**src/rtl/fighter_action_sequencer_pkg.sv**
```systemverilog
// Shared definitions for the fighter action sequencer and the sprite ROM decode:
// state codes, action field layout and the action packing helper.
package fighter_action_sequencer_pkg;

  localparam int unsigned STATE_W       = 3;
  localparam int unsigned STEP_W        = 4;
  localparam int unsigned ACTION_W      = STATE_W + STEP_W;
  localparam int unsigned ACT_STATE_LSB = 4;
  localparam int unsigned ACT_STATE_MSB = 6;
  localparam int unsigned ACT_STEP_LSB  = 0;
  localparam int unsigned ACT_STEP_MSB  = 3;

  typedef enum logic [STATE_W-1:0] {
    ST_IDLE  = 3'd0,
    ST_WALK  = 3'd1,
    ST_PUNCH = 3'd2,
    ST_KICK  = 3'd3,
    ST_BLOCK = 3'd4,
    ST_STUN  = 3'd5,
    ST_KO    = 3'd6
  } fas_state_e;

  localparam logic [1:0] DIR_NONE  = 2'b00;
  localparam logic [1:0] DIR_LEFT  = 2'b01;
  localparam logic [1:0] DIR_RIGHT = 2'b10;

  function automatic logic [ACTION_W-1:0] pack_action(input fas_state_e s,
                                                      input logic [STEP_W-1:0] step);
    return {s, step};
  endfunction

endpackage

```
**src/rtl/fighter_action_sequencer_if.sv**
```systemverilog
// Control/status bundle between game logic (master) and one fighter sequencer (slave).
interface fighter_action_sequencer_if;
  import fighter_action_sequencer_pkg::*;

  logic                frame_tick;
  logic                round_reset;
  logic                btn_left;
  logic                btn_right;
  logic                btn_punch;
  logic                btn_kick;
  logic                btn_block;
  logic                hit_in;
  logic                ko_in;
  logic [ACTION_W-1:0] action;
  logic [1:0]          move_dir;
  logic                attack_hit;
  logic                blocked_hit;
  logic                busy;

  modport master (
    output frame_tick, round_reset, btn_left, btn_right, btn_punch, btn_kick,
           btn_block, hit_in, ko_in,
    input  action, move_dir, attack_hit, blocked_hit, busy
  );

  modport slave (
    input  frame_tick, round_reset, btn_left, btn_right, btn_punch, btn_kick,
           btn_block, hit_in, ko_in,
    output action, move_dir, attack_hit, blocked_hit, busy
  );

endinterface

```
**src/rtl/fighter_action_sequencer_anim_step_counter.sv**
```systemverilog
// Frame-tick divider plus animation step counter; the step wraps to 0 after
// i_last_step, and i_load_zero restarts both divider and step.
module fighter_action_sequencer_anim_step_counter #(
  parameter int unsigned FRAME_DIV = 4
) (
  input  logic       clk,
  input  logic       rst,
  input  logic       i_tick,
  input  logic       i_load_zero,
  input  logic [3:0] i_last_step,
  output logic [3:0] o_step,
  output logic       o_advance,
  output logic       o_last,
  output logic       o_wrap
);

  localparam logic [3:0] DIV_MAX = 4'(FRAME_DIV - 1);

  logic [3:0] r_div;
  logic [3:0] r_step;

  assign o_step    = r_step;
  assign o_advance = i_tick & (r_div == DIV_MAX);
  assign o_last    = (r_step == i_last_step);
  assign o_wrap    = o_advance & o_last;

  // Divider and step registers.
  always_ff @(posedge clk or posedge rst) begin
    if (rst) begin
      r_div  <= 4'd0;
      r_step <= 4'd0;
    end else if (i_load_zero) begin
      r_div  <= 4'd0;
      r_step <= 4'd0;
    end else if (i_tick) begin
      if (r_div == DIV_MAX) begin
        r_div  <= 4'd0;
        r_step <= o_last ? 4'd0 : r_step + 4'd1;
      end else begin
        r_div <= r_div + 4'd1;
      end
    end
  end

endmodule

```
**src/rtl/fighter_action_sequencer.sv**
```systemverilog
// Per-player action sequencer: priority FSM evaluated on frame ticks that turns
// buttons and combat events into the sprite action code and hit strobes.
module fighter_action_sequencer
  import fighter_action_sequencer_pkg::*;
#(
  parameter int unsigned FRAME_DIV      = 4,
  parameter int unsigned WALK_STEPS     = 4,
  parameter int unsigned PUNCH_STEPS    = 6,
  parameter int unsigned KICK_STEPS     = 8,
  parameter int unsigned PUNCH_HIT_STEP = 3,
  parameter int unsigned KICK_HIT_STEP  = 5,
  parameter int unsigned STUN_STEPS     = 10
) (
  input logic                        clk,
  input logic                        rst,
  fighter_action_sequencer_if.slave  io_bus
);

  localparam logic [3:0] WALK_LAST  = 4'(WALK_STEPS - 1);
  localparam logic [3:0] PUNCH_LAST = 4'(PUNCH_STEPS - 1);
  localparam logic [3:0] KICK_LAST  = 4'(KICK_STEPS - 1);
  localparam logic [3:0] STUN_LAST  = 4'(STUN_STEPS - 1);
  localparam logic [3:0] PUNCH_HIT  = 4'(PUNCH_HIT_STEP);
  localparam logic [3:0] KICK_HIT   = 4'(KICK_HIT_STEP);

  fas_state_e r_state;
  logic [1:0] r_move_dir;
  logic       r_attack_hit;
  logic       r_blocked_hit;
  logic       r_busy;
  logic       r_hit_latch;

  fas_state_e w_next;
  fas_state_e w_sel;
  logic [1:0] w_dir;
  logic [3:0] w_last_step;
  logic [3:0] w_hit_step;
  logic [3:0] w_step;
  logic       w_advance;
  logic       w_last;
  logic       w_wrap;
  logic       w_load_zero;
  logic       w_cnt_tick;
  logic       w_atk;
  logic       w_blk;
  logic       w_hit;
  logic       w_illegal;

  assign w_hit     = r_hit_latch | io_bus.hit_in;
  assign w_illegal = (3'(r_state) == 3'd7);

  fighter_action_sequencer_anim_step_counter #(
    .FRAME_DIV(FRAME_DIV)
  ) u_anim_step_counter (
    .clk        (clk),
    .rst        (rst),
    .i_tick     (w_cnt_tick),
    .i_load_zero(w_load_zero),
    .i_last_step(w_last_step),
    .o_step     (w_step),
    .o_advance  (w_advance),
    .o_last     (w_last),
    .o_wrap     (w_wrap)
  );

  // Per-state step limits and hit step.
  always_comb begin
    w_last_step = 4'd0;
    w_hit_step  = 4'd0;
    case (r_state)
      ST_WALK:  w_last_step = WALK_LAST;
      ST_PUNCH: begin
        w_last_step = PUNCH_LAST;
        w_hit_step  = PUNCH_HIT;
      end
      ST_KICK:  begin
        w_last_step = KICK_LAST;
        w_hit_step  = KICK_HIT;
      end
      ST_STUN:  w_last_step = STUN_LAST;
      default:  w_last_step = 4'd0;
    endcase
  end

  // Button request: left+right together count as no direction.
  always_comb begin
    if (io_bus.btn_left && !io_bus.btn_right) begin
      w_dir = DIR_LEFT;
    end else if (io_bus.btn_right && !io_bus.btn_left) begin
      w_dir = DIR_RIGHT;
    end else begin
      w_dir = DIR_NONE;
    end
    if (io_bus.btn_punch) begin
      w_sel = ST_PUNCH;
    end else if (io_bus.btn_kick) begin
      w_sel = ST_KICK;
    end else if (io_bus.btn_block) begin
      w_sel = ST_BLOCK;
    end else if (w_dir != DIR_NONE) begin
      w_sel = ST_WALK;
    end else begin
      w_sel = ST_IDLE;
    end
  end

  // Next-state priority decision; only round_reset and illegal codes act off-tick.
  always_comb begin
    w_next      = r_state;
    w_load_zero = 1'b0;
    w_cnt_tick  = 1'b0;
    w_atk       = 1'b0;
    w_blk       = 1'b0;
    if (io_bus.round_reset || w_illegal) begin
      w_next      = ST_IDLE;
      w_load_zero = 1'b1;
    end else if (io_bus.frame_tick) begin
      w_cnt_tick = 1'b1;
      if (io_bus.ko_in || (r_state == ST_KO)) begin
        w_next      = ST_KO;
        w_load_zero = 1'b1;
      end else if (w_hit) begin
        w_load_zero = 1'b1;
        if (r_state == ST_BLOCK) begin
          w_next = ST_BLOCK;
          w_blk  = 1'b1;
        end else begin
          w_next = ST_STUN;
        end
      end else begin
        case (r_state)
          ST_STUN, ST_PUNCH, ST_KICK: begin
            if (w_wrap) begin
              w_next      = ST_IDLE;
              w_load_zero = 1'b1;
            end else begin
              w_next = r_state;
            end
            w_atk = (r_state != ST_STUN) && w_advance && !w_last &&
                    ((w_step + 4'd1) == w_hit_step);
          end
          ST_IDLE, ST_WALK, ST_BLOCK: begin
            w_next      = w_sel;
            w_load_zero = !((w_sel == ST_WALK) && (r_state == ST_WALK));
          end
          default: begin
            w_next      = ST_IDLE;
            w_load_zero = 1'b1;
          end
        endcase
      end
    end else begin
      w_next = r_state;
    end
  end

  // State, registered outputs and hit latch.
  always_ff @(posedge clk or posedge rst) begin
    if (rst) begin
      r_state       <= ST_IDLE;
      r_move_dir    <= DIR_NONE;
      r_attack_hit  <= 1'b0;
      r_blocked_hit <= 1'b0;
      r_busy        <= 1'b0;
      r_hit_latch   <= 1'b0;
    end else begin
      r_state       <= w_next;
      r_attack_hit  <= w_atk;
      r_blocked_hit <= w_blk;
      r_busy        <= (w_next == ST_PUNCH) || (w_next == ST_KICK) ||
                       (w_next == ST_STUN)  || (w_next == ST_KO);
      r_move_dir    <= (w_next != ST_WALK) ? DIR_NONE :
                       (io_bus.frame_tick ? w_dir : r_move_dir);
      r_hit_latch   <= (io_bus.round_reset || io_bus.frame_tick) ? 1'b0 :
                       (r_hit_latch | io_bus.hit_in);
    end
  end

  assign io_bus.action      = pack_action(r_state, w_step);
  assign io_bus.move_dir    = r_move_dir;
  assign io_bus.attack_hit  = r_attack_hit;
  assign io_bus.blocked_hit = r_blocked_hit;
  assign io_bus.busy        = r_busy;

endmodule

```
**src/flat_wrapper.sv**
```systemverilog
// flat-port wrapper written by rule: the top's interface ports become plain ports
module fighter_action_sequencer_flat import fighter_action_sequencer_pkg::*;
#(
  parameter int unsigned FRAME_DIV      = 4,
  parameter int unsigned WALK_STEPS     = 4,
  parameter int unsigned PUNCH_STEPS    = 6,
  parameter int unsigned KICK_STEPS     = 8,
  parameter int unsigned PUNCH_HIT_STEP = 3,
  parameter int unsigned KICK_HIT_STEP  = 5,
  parameter int unsigned STUN_STEPS     = 10
)
  (clk, rst, io_bus_frame_tick, io_bus_round_reset, io_bus_btn_left, io_bus_btn_right, io_bus_btn_punch, io_bus_btn_kick, io_bus_btn_block, io_bus_hit_in, io_bus_ko_in, io_bus_action, io_bus_move_dir, io_bus_attack_hit, io_bus_blocked_hit, io_bus_busy);
  fighter_action_sequencer_if io_bus_i ();
  input logic clk;
  input logic rst;
  input wire logic [$bits(io_bus_i.frame_tick)-1:0] io_bus_frame_tick;
  input wire logic [$bits(io_bus_i.round_reset)-1:0] io_bus_round_reset;
  input wire logic [$bits(io_bus_i.btn_left)-1:0] io_bus_btn_left;
  input wire logic [$bits(io_bus_i.btn_right)-1:0] io_bus_btn_right;
  input wire logic [$bits(io_bus_i.btn_punch)-1:0] io_bus_btn_punch;
  input wire logic [$bits(io_bus_i.btn_kick)-1:0] io_bus_btn_kick;
  input wire logic [$bits(io_bus_i.btn_block)-1:0] io_bus_btn_block;
  input wire logic [$bits(io_bus_i.hit_in)-1:0] io_bus_hit_in;
  input wire logic [$bits(io_bus_i.ko_in)-1:0] io_bus_ko_in;
  output wire logic [$bits(io_bus_i.action)-1:0] io_bus_action;
  output wire logic [$bits(io_bus_i.move_dir)-1:0] io_bus_move_dir;
  output wire logic [$bits(io_bus_i.attack_hit)-1:0] io_bus_attack_hit;
  output wire logic [$bits(io_bus_i.blocked_hit)-1:0] io_bus_blocked_hit;
  output wire logic [$bits(io_bus_i.busy)-1:0] io_bus_busy;
  assign io_bus_i.frame_tick = io_bus_frame_tick;
  assign io_bus_i.round_reset = io_bus_round_reset;
  assign io_bus_i.btn_left = io_bus_btn_left;
  assign io_bus_i.btn_right = io_bus_btn_right;
  assign io_bus_i.btn_punch = io_bus_btn_punch;
  assign io_bus_i.btn_kick = io_bus_btn_kick;
  assign io_bus_i.btn_block = io_bus_btn_block;
  assign io_bus_i.hit_in = io_bus_hit_in;
  assign io_bus_i.ko_in = io_bus_ko_in;
  assign io_bus_action = io_bus_i.action;
  assign io_bus_move_dir = io_bus_i.move_dir;
  assign io_bus_attack_hit = io_bus_i.attack_hit;
  assign io_bus_blocked_hit = io_bus_i.blocked_hit;
  assign io_bus_busy = io_bus_i.busy;
  fighter_action_sequencer #(.FRAME_DIV(FRAME_DIV), .WALK_STEPS(WALK_STEPS), .PUNCH_STEPS(PUNCH_STEPS), .KICK_STEPS(KICK_STEPS), .PUNCH_HIT_STEP(PUNCH_HIT_STEP), .KICK_HIT_STEP(KICK_HIT_STEP), .STUN_STEPS(STUN_STEPS)) u_core (.clk(clk), .rst(rst), .io_bus(io_bus_i));
endmodule
```
**config.mk**
```make
export PLATFORM = sky130hd
export DESIGN_NAME = fighter_action_sequencer_flat
export DESIGN_NICKNAME = d
export VERILOG_FILES = /design/src/rtl/fighter_action_sequencer_pkg.sv /design/src/rtl/fighter_action_sequencer_if.sv /design/src/rtl/fighter_action_sequencer_anim_step_counter.sv /design/src/rtl/fighter_action_sequencer.sv /design/src/flat_wrapper.sv
export SDC_FILE = /design/constraint.sdc
export NUM_CORES = 1
export LEC_CHECK = 0
export CORE_ASPECT_RATIO = 1.2
export CORE_MARGIN = 2
export CORE_UTILIZATION = 51
export CTS_CLUSTER_SIZE = 30
export DETAILED_ROUTE_END_ITERATION = 16
export GPL_TIMING_DRIVEN = 0
export PLACE_DENSITY = 0.76
export SLEW_MARGIN = 30
export SYNTH_ARGS = -nofsm -noshare
export SYNTH_HDL_FRONTEND = slang
export SYNTH_SLANG_ARGS = --single-unit
```
**constraint.sdc**
```tcl
create_clock -name clk -period 2 [get_ports clk]
set_input_delay 0.5 -clock clk [delete_from_list [all_inputs] [get_ports clk]]
set_output_delay 0.5 -clock clk [all_outputs]
set_load 0.05 [all_outputs]
```
==> summary.md, run 1 <==
| Metric | Value |
|---|---|
| Fraction of registers with async set/reset | 100% |
| DR vias/cell | 5.79 |
| #FFs+latches synth | 17 |
| Cell taking the most area after synthesis | dfrtp_1 |
| Post-synthesis cell type count | 46 |
| CTS H-tree lvls | 1 |
| Slew HR | 56.0% |
| Num ports | 23 |
| First-pass DRT Iterations | 4 |
| Final design utilization | 70.8% |
| Crit path launch type | flop |
| Mean Syn Cell Area | 9.05 sq um |
| VDD IR max | 310 uV |
| Starting Density | 52.9% |
| WL met2 | ~1500 um |
| Design area | 1600 sq um |
| Final WL | 2830 um |
| Synth top area cells | dfrtp_1 (36%), ha_1 (4.2%), nor2_1 (3.8%) |
| Routed WL per cell | 14.5 um |
| GPL Wtd Cong | 0.939 |
| Max Cap Viol | 0 |
| Peak fanout along the critical path | 8 |
| Synth Cell Area | 1190 sq um |
| Die Width | 48.2 um |
| Initial antenna violation count | 0 |
| Final Cycle Share | 103% |
| Hold Vio Cnt, Final | 0 |
| Root Driver | clkbuf_4 |
| Row count | 19 |
| Failing checks | negative setup slack |
| Multi-input gate area | around 760 sq um |
| Die area | 2750 sq um |
| Chip Height | ~57 um |
| Fin Clk Skew | 0.00140 ns |
| Fin crit period | 2.05 ns |
| WP data required | 2.20 ns |
| First-pass GRT wire length | approximately 4500 um |
| Final Net Count | between 150 and 200 |
| DRC | 0 |
| Syn_nets | 147 |
| Sequential Area | about 430 sq um |
| TritonCTS clock tree | built |
| Slew Limit Fails | 0 |
| Area Overhead vs Synth | 33.8% |
| Sequential-to-total area share from yosys stat | between 30% and 40% |
| Vias in the first global route | 1049 |
| Vias | between 1k and 1.5k |
| Global route overflow | 0 |
| Mapped Cells | between 100 and 150 |
| All-Layer GR Usage | 22.5% |
| Worst Slack Setup Final | -0.0529 ns |
| Layout cell share with drive strength beyond 1 | 23.8% |
| Post-Place Cell Area | 1450 sq um |
| Arr. time, crit path | 2.26 ns |
| Slew at the pin with the worst max-slew slack | about 0.66 ns |
| Max Freq | 0.487 GHz |
| Worst Setup End Kind | flop |
| Max layer used | met4 |
| Final ANT Viol Nets | 0 |
| Max clock buf depth | 2 |
| Cell area power density | 488 nW/um^2 |
| Hold Slack | 0.535 ns |
| Synth top area share | ~36% |
| P_leak | around 0.7 nW |
| Number of I/O port buffers | 21 |
| Largest net degree at the start of global routing | 18 |
| Worst Hold Class | flop to flop |
| EDFF count, synth | 0 |
| Leading register cell type out of synthesis | dfrtp_1 |
| Worst-skew pair later-pin latency | 0.30 ns |
| Crit Path Category | flop to flop |
| CTS clk-pin slew, worst paths | 0.10 ns |
| TritonCTS Sinks | 17 |
| Initial DRC count | 24 |
| Core area | 2260 sq um |
| RSZ-0062 raised after global routing | yes |
| Final setup fails | 4 |
| Status | finished with violations |
| Placed wire-length estimate | 2090 um |
| Fillers | around 170 |
| Antenna cells | 0 |
| YS warnings | 0 |
| Met3 WL | 92 um |
| Wire length on met1 | 1180 um |
| Num CTS Buffers | 3 |
-- flip-flops by register name, summed over array words and instances (netlist names) --
signal,count
u_core.r_hit_latch,1
u_core.r_state,3
u_core.io_bus.attack_hit,1
u_core.u_anim_step_counter.r_div,4
u_core.io_bus.busy,1
u_core.io_bus.blocked_hit,1
u_core.io_bus.move_dir,2
u_core.u_anim_step_counter.o_step,4
-- placed cells by master, fill, tap and decap left out, drive strengths merged, types with 2 or more instances in the layout --
| master | instances |
|---|---|
| nand3 | 5 |
| and4bb | 2 |
| clkdlybuf4s50 | 13 |
| ha | 4 |
| dlymetal6s2s | 2 |
| nand2 | 9 |
| and2 | 2 |
| nand2b | 2 |
| xor2 | 3 |
| nor3 | 5 |
| a221oi | 2 |
| o22ai | 2 |
| xnor2 | 4 |
| nor3b | 3 |
| nor4b | 2 |
| o211ai | 4 |
| nor4 | 2 |
| o21ai | 5 |
| inv | 9 |
| a21oi | 7 |
| o21a | 2 |
| mux2i | 3 |
| nand4 | 3 |
| clkbuf | 7 |
| dlygate4sd2 | 6 |
| dfrtp | 17 |
| nor2 | 12 |
| buf | 11 |
-- metrics by stage --
stage | TNS (ns) | power (mW) | instances | setup WS (ns)
floorplan | 0 | 0.502 | 132 | 0.00680
global placement | -5.12 | 0.562 | 184 | -0.568
detailed placement | -5.33 | 0.566 | 184 | -0.584
CTS | -0.0857 | 0.767 | 194 | -0.0512
global route | -0.461 | 0.819 | 195 | -0.152
finish | -0.115 | 0.781 | 195 | -0.0529
-- area by class of cell --
| class | count | share of cell area, % |
|---|---|---|
| inverter | 9 | 2.11 |
| clock buffer | 4 | 1.64 |
| timing repair buffer | 28 | 16.3 |
| tap | 31 | 2.43 |
| multi-input combinational | 99 | 47.3 |
| buffer | 7 | 3.36 |
| sequential | 17 | 26.9 |
-- cells by family (layout without fill, tap and decap cells) --
logic type,Yosys count,after routing,synth area share (%)
simple gates,55,55,28.0
compound gates,30,30,17.5
flops,17,17,35.6
buf+inv,16,48,7.12
xor+xnor,7,7,5.13
fa+ha+maj,4,4,4.19
mux,3,3,2.51
-- cells in the mapped netlist (3+ instances only) --
cell / instances
xor2_1: 3
xnor2_1: 4
a21oi_1: 7
o21ai_0: 4
buf_6: 3
ha_1: 4
nand2_1: 9
nor2_1: 12
mux2i_1: 3
nand4_1: 3
nand3_1: 5
dfrtp_1: 17
inv_1: 9
nor3_1: 5
o211ai_1: 4
-- power by group --
| part | switching (mW) | internal [mW] | leakage [nW] | total [mW] |
|---|---|---|---|---|
| combinational | 0.129 | 0.0981 | 0.473 | 0.227 |
| clock | 0.115 | 0.0777 | 0.0150 | 0.192 |
| sequential | 0.00771 | 0.354 | 0.227 | 0.362 |
| total | 0.251 | 0.530 | 0.715 | 0.781 |
-- critical path: stages (launching register included) --
cell     delay (ns)
dfrtp_1        0.49
nor3_1         0.30
o21ai_1        0.18
a31oi_4        0.25
a21oi_2        0.10
a221o_1        0.39
nor4b_2        0.25
-- layer usage --
layer | track usage [%] | vias up
met1 | 27.8 | 545
met2 | 36.7 | 38
li1 | - | 540
met3 | 1.90 | 7
met5 | 0 | -
met4 | 12.4 | 0
-- final timing paths --
path / slack, ns / start / depth (start not counted) / end
min in group asynchronous: 0.59 / rst / 2 / u_core.u_anim_step_counter.o_step[1]$_DFFE_PP0P_
max in group asynchronous: 0.95 / rst / 2 / u_core.r_state[2]$_DFF_PP0_
worst max-delay path: -0.05 / u_core.u_anim_step_counter.o_step[0]$_DFFE_PP0P_ / 6 / u_core.io_bus.move_dir[1]$_DFFE_PP0P_
worst max register to register: -0.05 / u_core.u_anim_step_counter.o_step[0]$_DFFE_PP0P_ / 6 / u_core.io_bus.move_dir[1]$_DFFE_PP0P_
worst min-delay path: 0.54 / u_core.u_anim_step_counter.r_div[1]$_DFFE_PP0P_ / 2 / u_core.u_anim_step_counter.r_div[1]$_DFFE_PP0P_
worst min register to register: 0.54 / u_core.u_anim_step_counter.r_div[1]$_DFFE_PP0P_ / 2 / u_core.u_anim_step_counter.r_div[1]$_DFFE_PP0P_
-- repair_timing --
item | in CTS | in global routing
pin swaps | 8 | 3
setup endpoints to repair | 13 | 8
gates resized for setup | 12 | 11
buffers inserted | 6 | 1
hold buffers | 0 | 0
Power figures use the tool's default switching activity.
==> run 2, diff against run 1 <==
--- a/config.mk
+++ b/config.mk
@@ -12,6 +12,7 @@
 export DETAILED_ROUTE_END_ITERATION = 16
 export GPL_TIMING_DRIVEN = 0
 export PLACE_DENSITY = 0.76
+export REMOVE_ABC_BUFFERS = 1
 export SLEW_MARGIN = 30
 export SYNTH_ARGS = -nofsm -noshare
 export SYNTH_HDL_FRONTEND = slang
==> summary.md, run 2 (synthesized netlist as in run 1, its figures left out) <==
| Metric | Value |
|---|---|
| Layout cell share with drive strength beyond 1 | between 20 and 30% |
| Root Driver | clkbuf_4 |
| Peak fanout along the critical path | 6 |
| TritonCTS Sinks | 17 |
| Most frequent cells in the layout | buf_4 (13), dfrtp_1 (13), nor2_1 (9), nand2_1 (9), clkdlybuf4s50_1 (9) |
| Worst Hold Class | flop to flop |
| Crit path launch type | flop |
| Slew Limit Fails | 0 |
| Crit Path Category | flop to flop |
| Final non-filler cell total | 197 |
| Max Freq | approximately 0.50 GHz |
| Die area | approximately 2700 sq um |
| Fillers | 162 |
| Setup TNS Final | -0.0331 ns |
| Core area | 2260 sq um |
| Final WL | 3210 um |
| Cell area power density | 488 nW/um^2 |
| VDD IR max | 384 uV |
| Final Net Count | 182 |
| Die Width | 48.2 um |
| Placed wire-length estimate | 2040 um |
| Slew HR | between 50 and 60% |
| CTS H-tree lvls | 1 |
| Vias in the first global route | 1107 |
| Worst-skew pair later-pin latency | 0.30 ns |
| GPL Wtd Cong | 0.910 |
| Chip Height | 57.0 um |
| Status | finished with violations |
| Area Overhead vs Synth | 37.8% |
| Global route overflow | 0 |
| Net Sw Power | 0.265 mW |
| RSZ-0062 raised after global routing | yes |
| Largest net degree at the start of global routing | 18 |
| TritonCTS clock tree | built |
| Failing checks | negative setup slack |
| Initial antenna violation count | 0 |
| Max clock buf depth | 2 |
| All-Layer GR Usage | 25.7% |
| Placed cells | 178 |
| Fin crit period | a little over 2 ns |
| Slew at the pin with the worst max-slew slack | 0.645 ns |
| Arr. time, crit path | 2.23 ns |
| Routed WL per cell | around 16 um |
| CTS clk-pin slew, worst paths | 0.10 ns |
| Initial DRC count | 25 |
| Share of power burned in registers | 45.3% |
| Max Cap Viol | 0 |
| Num ports | 23 |
| Switching share of power | 32.9% |
| Int Pwr | 0.539 mW |
| DR vias/cell | 6.05 |
| Final ANT Viol Nets | 0 |
| Worst Setup End Kind | flop |
| First-pass DRT Iterations | 4 |
| Hold Vio Cnt, Final | 0 |
| Final setup fails | 3 |
| Hold Slack | 0.536 ns |
| Num CTS Buffers | 3 |
| Comb pwr share | 30.9% |
| Antenna cells | 0 |
| Clock Power Share | 23.8% |
| Post-Place Cell Area | 1400 sq um |
| Design area | between 1500 and 2000 sq um |
| DRC | 0 |
| Number of I/O port buffers | 22 |
| First-pass GRT wire length | 5180 um |
| Fin Clk Skew | 0.00231 ns |
| WP data required | 2.22 ns |
| P_leak | 0.812 nW |
| Starting Density | 52.9% |
| Worst Slack Setup Final | -0.0130 ns |
| Vias | roughly 1.2k |
| Final Cycle Share | 101% |
| Row count | 19 |
## run 2: area by class of cell
class / instances / area (sq um) / area share [%]
Multi-Input combinational cell: 99 / 771 / 46.8
Inverter: 9 / 33.8 / 2.05
Clock buffer: 3 / 22.5 / 1.37
Tap cell: 31 / 38.8 / 2.36
Sequential cell: 17 / 430 / 26.1
Timing Repair Buffer: 37 / 345 / 21.0
Clock inverter: 1 / 5.00 / 0.304
## run 2: critical path, cell delays in order (launching register included)
cell and delay [ns]:
dfrtp_2 0.44, buf_12 0.14, buf_4 0.15, nor2_1 0.13, o21ai_2 0.08, a31oi_2 0.27
a21oi_2 0.11, a221o_1 0.39, nor4b_2 0.22
## run 2: timing repair
action,in CTS,in global routing
setup buffers,10,5
gates resized for setup,20,16
hold buffers,0,0
pin swaps,7,7
endpoints found under the setup margin,18,12
## run 2: worst paths after layout
kind,endpoint,from,slack (ns),cells past startpoint
max in group asynchronous,u_core.u_anim_step_counter.o_step[2]$_DFFE_PP0P_,rst,0.98,2
worst max register to register,u_core.io_bus.move_dir[0]$_DFFE_PP0P_,u_core.r_state[1]$_DFF_PP0_,-0.01,8
worst min-delay path,u_core.u_anim_step_counter.r_div[0]$_DFFE_PP0P_,u_core.u_anim_step_counter.r_div[0]$_DFFE_PP0P_,0.54,1
worst max-delay path,u_core.io_bus.move_dir[0]$_DFFE_PP0P_,u_core.r_state[1]$_DFF_PP0_,-0.01,8
worst min register to register,u_core.u_anim_step_counter.r_div[0]$_DFFE_PP0P_,u_core.u_anim_step_counter.r_div[0]$_DFFE_PP0P_,0.54,1
min in group asynchronous,u_core.u_anim_step_counter.r_div[1]$_DFFE_PP0P_,rst,0.57,2
## run 2: power by group through the flow
stage | registers [mW] | logic, mW | clock network [mW]
CTS | 0.366 | 0.211 | 0.198
global placement | 0.383 | 0.167 | 0
floorplan | 0.406 | 0.0817 | 0
finish | 0.364 | 0.248 | 0.192
global route | 0.365 | 0.267 | 0.219
detailed placement | 0.383 | 0.170 | 0
## run 2: layer usage
| metal | up-vias | routed length (um) | track usage [%] |
|---|---|---|---|
| li1 | 545 | - | - |
| met1 | 579 | 1240 | 31.0 |
| met2 | 55 | 1760 | 43.8 |
| met3 | 13 | 135 | 3.48 |
| met4 | 0 | 81 | 9.65 |
| met5 | - | 0 | 0 |
## run 2: stage by stage
step	util, %	total power [mW]	setup slack (ns)
6_report	72.9	0.804	-0.0130
5_1_grt	72.9	0.851	-0.127
4_1_cts	68.0	0.775	0.00891
3_5_place_dp	62.1	0.553	-0.544
3_3_place_gp	62.1	0.550	-0.512
2_1_floorplan	-	0.487	-0.312
